==> src/rtl/smartcargo_pkg.sv <==
// Shared SmartCargo definitions: default widths, route entry layout and the
// read-side FSM state codes reported on Eatual_db.
package smartcargo_pkg;

  localparam int FLOOR_W_DEF = 3;
  localparam int ADDR_W_DEF  = 4;

  // Route entry: {valid, floor}; the valid bit sits just above the floor field.
  localparam int ENTRY_W_DEF   = FLOOR_W_DEF + 1;
  localparam int ENTRY_VLD_BIT = FLOOR_W_DEF;

  localparam logic [ENTRY_W_DEF-1:0] EMPTY_ENTRY = '0;

  typedef enum logic [3:0] {
    IDLE     = 4'd0,
    RD_HEAD  = 4'd1,
    CHK_HEAD = 4'd2,
    DOOR     = 4'd3,
    SH_RD    = 4'd4,
    SH_WR    = 4'd5,
    CLR_LAST = 4'd6
  } rota_state_e;

  typedef enum logic [1:0] {
    ADDR_HEAD = 2'd0,
    ADDR_NEXT = 2'd1,
    ADDR_IDX  = 2'd2,
    ADDR_LAST = 2'd3
  } rota_addr_sel_e;

endpackage

==> src/rtl/route_shift_dp.sv <==
// Compaction datapath for the route RAM reader: slot index counter, RAM
// address mux and write-data path (copy of the read entry or an empty entry).
module route_shift_dp
  import smartcargo_pkg::*;
#(
  parameter int FLOOR_W = FLOOR_W_DEF,
  parameter int ADDR_W  = ADDR_W_DEF,
  parameter int DEPTH   = 16
) (
  input  logic               clock,
  input  logic               reset,
  input  logic               idx_clr,
  input  logic               idx_inc,
  input  logic [1:0]         addr_sel,
  input  logic               wdata_copy,
  input  logic [FLOOR_W:0]   ram_rdata,
  output logic [ADDR_W-1:0]  ram_addr,
  output logic [FLOOR_W:0]   ram_wdata,
  output logic               idx_at_last
);

  localparam logic [ADDR_W-1:0] LAST_ADDR = ADDR_W'(DEPTH - 1);

  logic [ADDR_W-1:0] idx_q;
  logic [ADDR_W-1:0] idx_d;
  logic [ADDR_W-1:0] idx_next;

  assign idx_next = idx_q + 1'b1;

  always_comb begin
    idx_d = idx_q;
    if (idx_clr) begin
      idx_d = '0;
    end else if (idx_inc) begin
      idx_d = idx_next;
    end
  end

  always_ff @(posedge clock or posedge reset) begin
    if (reset) begin
      idx_q <= '0;
    end else begin
      idx_q <= idx_d;
    end
  end

  always_comb begin
    ram_addr = '0;
    case (rota_addr_sel_e'(addr_sel))
      ADDR_HEAD: ram_addr = '0;
      ADDR_NEXT: ram_addr = idx_next;
      ADDR_IDX:  ram_addr = idx_q;
      ADDR_LAST: ram_addr = LAST_ADDR;
      default:   ram_addr = '0;
    endcase
  end

  // Outside the copy step the write bus idles at the empty entry.
  assign ram_wdata   = wdata_copy ? ram_rdata : '0;
  assign idx_at_last = (idx_next == LAST_ADDR);

endmodule

==> src/rtl/uc_consome_rota.sv <==
// Read-side control unit for the SmartCargo route RAM: polls the head stop,
// drives motion/door requests and compacts the queue after a stop is served.
// Optional fixed door dwell timer: define UC_CONSOME_DWELL_TIMER_EN.
module uc_consome_rota
  import smartcargo_pkg::*;
#(
  parameter int FLOOR_W      = FLOOR_W_DEF,
  parameter int ADDR_W       = ADDR_W_DEF,
  parameter int DEPTH        = 16,
  parameter int DWELL_CYCLES = 50
) (
  input  logic               clock,
  input  logic               reset,
  input  logic               enable,
  input  logic               writer_req,
  input  logic               writer_busy,
  input  logic [FLOOR_W-1:0] floor_current,
  input  logic               floor_valid,
  input  logic               door_done,
  input  logic [FLOOR_W:0]   ram_rdata,
  output logic [ADDR_W-1:0]  ram_addr,
  output logic [FLOOR_W:0]   ram_wdata,
  output logic               ram_we,
  output logic [FLOOR_W-1:0] target_floor,
  output logic               target_valid,
  output logic               move_up,
  output logic               move_down,
  output logic               door_open,
  output logic               served_pulse,
  output logic               reader_busy,
  output logic [3:0]         Eatual_db
);

  if (DEPTH < 2 || DEPTH > (1 << ADDR_W)) begin : g_bad_depth
    $error("uc_consome_rota: DEPTH must be in [2, 2**ADDR_W]");
  end
  if (DWELL_CYCLES < 1) begin : g_bad_dwell
    $error("uc_consome_rota: DWELL_CYCLES must be at least 1");
  end

  rota_state_e        state_q, state_d;
  logic [FLOOR_W-1:0] target_floor_q, target_floor_d;
  logic               target_valid_q, target_valid_d;

  logic               head_vld;
  logic [FLOOR_W-1:0] head_floor;
  logic               door_exit;
  logic               idx_clr;
  logic               idx_inc;
  logic               wdata_copy;
  logic               idx_at_last;
  rota_addr_sel_e     addr_sel;

  assign head_vld   = ram_rdata[FLOOR_W];
  assign head_floor = ram_rdata[FLOOR_W-1:0];

`ifdef UC_CONSOME_DWELL_TIMER_EN
  localparam int DW_W = $clog2(DWELL_CYCLES + 1);

  logic [DW_W-1:0] dwell_cnt_q, dwell_cnt_d;

  // Held at zero outside DOOR, so every door visit starts counting from 0.
  assign dwell_cnt_d = (state_q == DOOR) ? dwell_cnt_q + 1'b1 : '0;
  assign door_exit   = (dwell_cnt_q == DW_W'(DWELL_CYCLES - 1));

  always_ff @(posedge clock or posedge reset) begin
    if (reset) begin
      dwell_cnt_q <= '0;
    end else begin
      dwell_cnt_q <= dwell_cnt_d;
    end
  end
`else
  assign door_exit = door_done;
`endif

  always_comb begin
    state_d        = state_q;
    target_floor_d = target_floor_q;
    target_valid_d = target_valid_q;
    ram_we         = 1'b0;
    door_open      = 1'b0;
    served_pulse   = 1'b0;
    idx_clr        = 1'b0;
    idx_inc        = 1'b0;
    wdata_copy     = 1'b0;
    addr_sel       = ADDR_HEAD;
    case (state_q)
      IDLE: begin
        // The insertion FSM has priority over a same-cycle poll.
        if (enable && !writer_busy && !writer_req) begin
          state_d = RD_HEAD;
        end
      end
      RD_HEAD: begin
        state_d = CHK_HEAD;
      end
      CHK_HEAD: begin
        target_floor_d = head_floor;
        target_valid_d = head_vld;
        if (head_vld && floor_valid && (floor_current == head_floor)) begin
          state_d = DOOR;
        end else begin
          state_d = IDLE;
        end
      end
      DOOR: begin
        door_open = 1'b1;
        if (door_exit) begin
          served_pulse = 1'b1;
          idx_clr      = 1'b1;
          state_d      = SH_RD;
        end
      end
      SH_RD: begin
        addr_sel = ADDR_NEXT;
        state_d  = SH_WR;
      end
      SH_WR: begin
        // ram_rdata holds slot idx+1, read during SH_RD.
        addr_sel   = ADDR_IDX;
        wdata_copy = 1'b1;
        ram_we     = 1'b1;
        if (!head_vld) begin
          state_d = IDLE;
        end else if (idx_at_last) begin
          state_d = CLR_LAST;
        end else begin
          idx_inc = 1'b1;
          state_d = SH_RD;
        end
      end
      CLR_LAST: begin
        addr_sel = ADDR_LAST;
        ram_we   = 1'b1;
        state_d  = IDLE;
      end
      default: begin
        state_d = IDLE;
      end
    endcase
  end

  always_ff @(posedge clock or posedge reset) begin
    if (reset) begin
      state_q        <= IDLE;
      target_floor_q <= '0;
      target_valid_q <= 1'b0;
    end else begin
      state_q        <= state_d;
      target_floor_q <= target_floor_d;
      target_valid_q <= target_valid_d;
    end
  end

  route_shift_dp #(
    .FLOOR_W (FLOOR_W),
    .ADDR_W  (ADDR_W),
    .DEPTH   (DEPTH)
  ) u_dp (
    .clock       (clock),
    .reset       (reset),
    .idx_clr     (idx_clr),
    .idx_inc     (idx_inc),
    .addr_sel    (addr_sel),
    .wdata_copy  (wdata_copy),
    .ram_rdata   (ram_rdata),
    .ram_addr    (ram_addr),
    .ram_wdata   (ram_wdata),
    .idx_at_last (idx_at_last)
  );

  assign target_floor = target_floor_q;
  assign target_valid = target_valid_q;
  assign reader_busy  = (state_q != IDLE);
  assign Eatual_db    = state_q;
  assign move_up      = target_valid_q && (state_q != DOOR) && (floor_current < target_floor_q);
  assign move_down    = target_valid_q && (state_q != DOOR) && (floor_current > target_floor_q);

endmodule
==> config.mk <==
export PLATFORM = sky130hd
export DESIGN_NAME = uc_consome_rota
export DESIGN_NICKNAME = d
export VERILOG_FILES = /design/src/rtl/smartcargo_pkg.sv /design/src/rtl/route_shift_dp.sv /design/src/rtl/uc_consome_rota.sv
export SDC_FILE = /design/constraint.sdc
export NUM_CORES = 1
export LEC_CHECK = 0
export CAP_MARGIN = 20
export CORE_UTILIZATION = 45
export CTS_BUF_LIST = sky130_fd_sc_hd__clkbuf_4 sky130_fd_sc_hd__clkbuf_8
export CTS_CLUSTER_DIAMETER = 80
export CTS_CLUSTER_SIZE = 8
export DETAILED_ROUTE_END_ITERATION = 8
export HOLD_SLACK_MARGIN = 0.06
export PLACE_DENSITY = 0.9
export SLEW_MARGIN = 20
export SYNTH_ARGS = -nofsm -noshare
export SYNTH_HDL_FRONTEND = slang
export SYNTH_SLANG_ARGS = --single-unit
==> constraint.sdc <==
create_clock -name clock -period 3.67 [get_ports clock]
set_input_delay 1.101 -clock clock [delete_from_list [all_inputs] [get_ports clock]]
set_output_delay 1.101 -clock clock [all_outputs]
set_load 0.005 [all_outputs]
==> results.json <==
{
  "status": "completed",
  "core-area_um2": 1760,
  "fp.dieH_um": 46.0,
  "clk_latency_ps": 270,
  "r2r_slack_ps": 1910,
  "start_util_pct": 49.3,
  "hold_buffers": 0,
  "hold_path.startpoint": "target_floor[0]",
  "port_buffers": 34,
  "worst_hold_path.endpoint": "target_floor[0]",
  "min_period_ps": 3590,
  "cp-end-kind": "primary output",
  "utilization_pct": 73.5,
  "synth_area_leaders": "dfrtp_1 32%, ha_1 7.2%, a21oi_1 4.6%",
  "fp.dieW_um": 46.0,
  "fillers": 154,
  "dr.pass1.iters": 4,
  "post-cts-setup-buffers": 0,
  "grt_pass1_vias": 787,
  "synth_area_um2": 870,
  "cts_tree": "built",
  "drv_cap": 0,
  "placed_cells": 168,
  "synthTopCellsByCount": "11 x dfrtp_1, 10 x inv_1, 10 x nand2_1, 10 x nor2_1, 8 x a21oi_1",
  "overflow": 0,
  "drive_gt1_share_pct": 14.3,
  "yosys.cell_types.count": 38,
  "slew_viol_final": 0,
  "finalCritPeriodShare_pct": 97.8,
  "yosysMostFrequentCell": "dfrtp_1",
  "synthFlopType": "dfrtp_1",
  "areaGrowthSynthToFinish_pct": 49.1,
  "cp_data_required_time_ps": 2570,
  "root_buffer": "clkbuf_4",
  "grt_pass1_wl_mm": 3.36,
  "synth_warnings": 0,
  "ant_nets": 0,
  "synth_seq_cells": 11,
  "diodes": 0,
  "clkSinkCount": 11,
  "nets": 167,
  "place.gp.congestion": 0.794,
  "async_reset_ff_share_pct": 100,
  "synth_edf_count": 0,
  "via_per_inst": 5.27,
  "rsz0062_at_grt": "no",
  "max_freq_mhz": 279,
  "fin_worst_skew_ps": 4.18,
  "antenna_found_initial": 0,
  "vdd_drop_max_mv": 0.307,
  "path_max_fanout": 2,
  "r2r-end": "u_dp.idx_q[1]",
  "synth_top_area_share_pct": 31.7,
  "synth-seq-area-share_pct": 31.7,
  "finalNonFillerCells": 172,
  "dieArea_um2": 2110,
  "power_leakage_uw": 0.000595,
  "clk_path_buf_depth": 2,
  "cp-start-kind": "primary input",
  "r2r_start": "Eatual_db[0]",
  "synth.avg_cell_area_um2": 8.13,
  "synth_fp_nets": 126,
  "cp_data_arrival_time_ps": 2490,
  "via_count": 907,
  "path_clk_slew_ps": 70,
  "grt_max_degree": 15,
  "synth_area_leader_cell": "dfrtp_1",
  "hold_viol_final": 0,
  "track_usage_pct": 22.3,
  "drc_errors": 0,
  "h-tree-depth": 1,
  "power_density_nw_per_um2": 578,
  "routed_wl_mm": 2.19,
  "hpwl_mm": 1.79,
  "hold_path_depth": 1,
  "setup_viol": 0,
  "wl_per_cell_um": 12.8,
  "num_io_pins": 36,
  "numCtsBuffers": 3,
  "p_total_uw": 749,
  "num_rows": 15,
  "r2r_cells": 7,
  "hp-class": "flip-flop to flip-flop",
  "synthCells": 107,
  "path_class": "primary input to primary output",
  "drtIter0Drc": 8
}
-- worst max-delay path by stage --
stage / start / endpoint / slack [ps] / depth (start not counted)
2_1_floorplan: floor_current[1] / move_up / 700 / 4
3_3_place_gp: floor_current[1] / move_up / -230 / 6
3_5_place_dp: floor_current[1] / move_up / -290 / 6
4_1_cts: floor_current[0] / move_down / 20 / 8
5_1_grt: floor_current[0] / move_up / 9 / 8
6_report: floor_current[0] / move_up / 80 / 8
-- area by class of cell --
type	count	area (µm²)	share of cell area [%]
Clock buffer	4	30.0	2.32
Inverter	12	45.0	3.47
Multi-Input combinational cell	81	544	42.0
Sequential cell	11	275	21.2
Tap cell	25	31.3	2.41
Timing Repair Buffer	39	370	28.6
-- stage by stage --
stage / setup TNS (ps) / setup slack (ps) / hold WS [ps] / area (µm²)
final: 0 / 79.9 / 550 / 1300
after CTS: 0 / 18.5 / 560 / 1290
after detailed placement: -563 / -292 / 543 / 1260
after global placement: -443 / -227 / 534 / 1260
after floorplan: 0 / 705 / 532 / 870
after global routing: 0 / 9.36 / 573 / 1300
-- worst max-delay path, cell delays in order --
cell,delay [ps]
clkdlybuf4s50_1,420
inv_1,70
ha_1,140
inv_1,40
a21o_1,180
a21oi_2,160
and3_1,160
dlygate4sd2_1,220
-- cells by family after synthesis --
logic type / count (synthesis) / synth area share [%]
XOR/XNOR: 5 / 5.04
adder cells (fa/ha/maj): 5 / 7.19
flip-flops: 11 / 31.7
buffers and inverters: 15 / 6.91
AO/OA/AOI/OAI: 25 / 17.8
other: 1 / 0.431
multiplexers: 4 / 4.89
AND/OR/NAND/NOR: 41 / 26.0
-- per-layer routing --
| metal | track usage (%) | routed length [µm] | vias up |
|---|---|---|---|
| met3 | 3.57 | 154 | 2 |
| met2 | 41.1 | 1100 | 31 |
| li1 | - | - | 449 |
| met4 | 5.29 | 14 | 0 |
| met1 | 26.5 | 929 | 425 |
| met5 | 0 | 0 | - |
-- cells in the final DEF, fill, tap and decap left out, types with 3 or more instances in the layout --
cell type	n
clkdlybuf4s50_1	31
nand2_1	10
a21oi_1	7
nand3_1	3
xnor2_1	4
and3_1	4
inv_1	10
buf_4	5
nor2_1	10
dfrtp_1	11
ha_1	5
o21ai_0	6
clkbuf_4	4
-- timing repair --
item	in CTS	in global routing
endpoints found under the setup margin	2	1
pin swaps	1	0
gates resized for setup	4	3
-- flip-flops by register name (all words and copies together), names as in the netlist --
| signal | flops |
|---|---|
| target_valid | 1 |
| Eatual_db | 3 |
| u_dp.idx_q | 4 |
| target_floor | 3 |
-- where the power goes --
part	switching (µW)	internal, µW
logic	173	244
registers	76.3	165
clock network	41.8	49.4
Power figures use the tool's default switching activity.
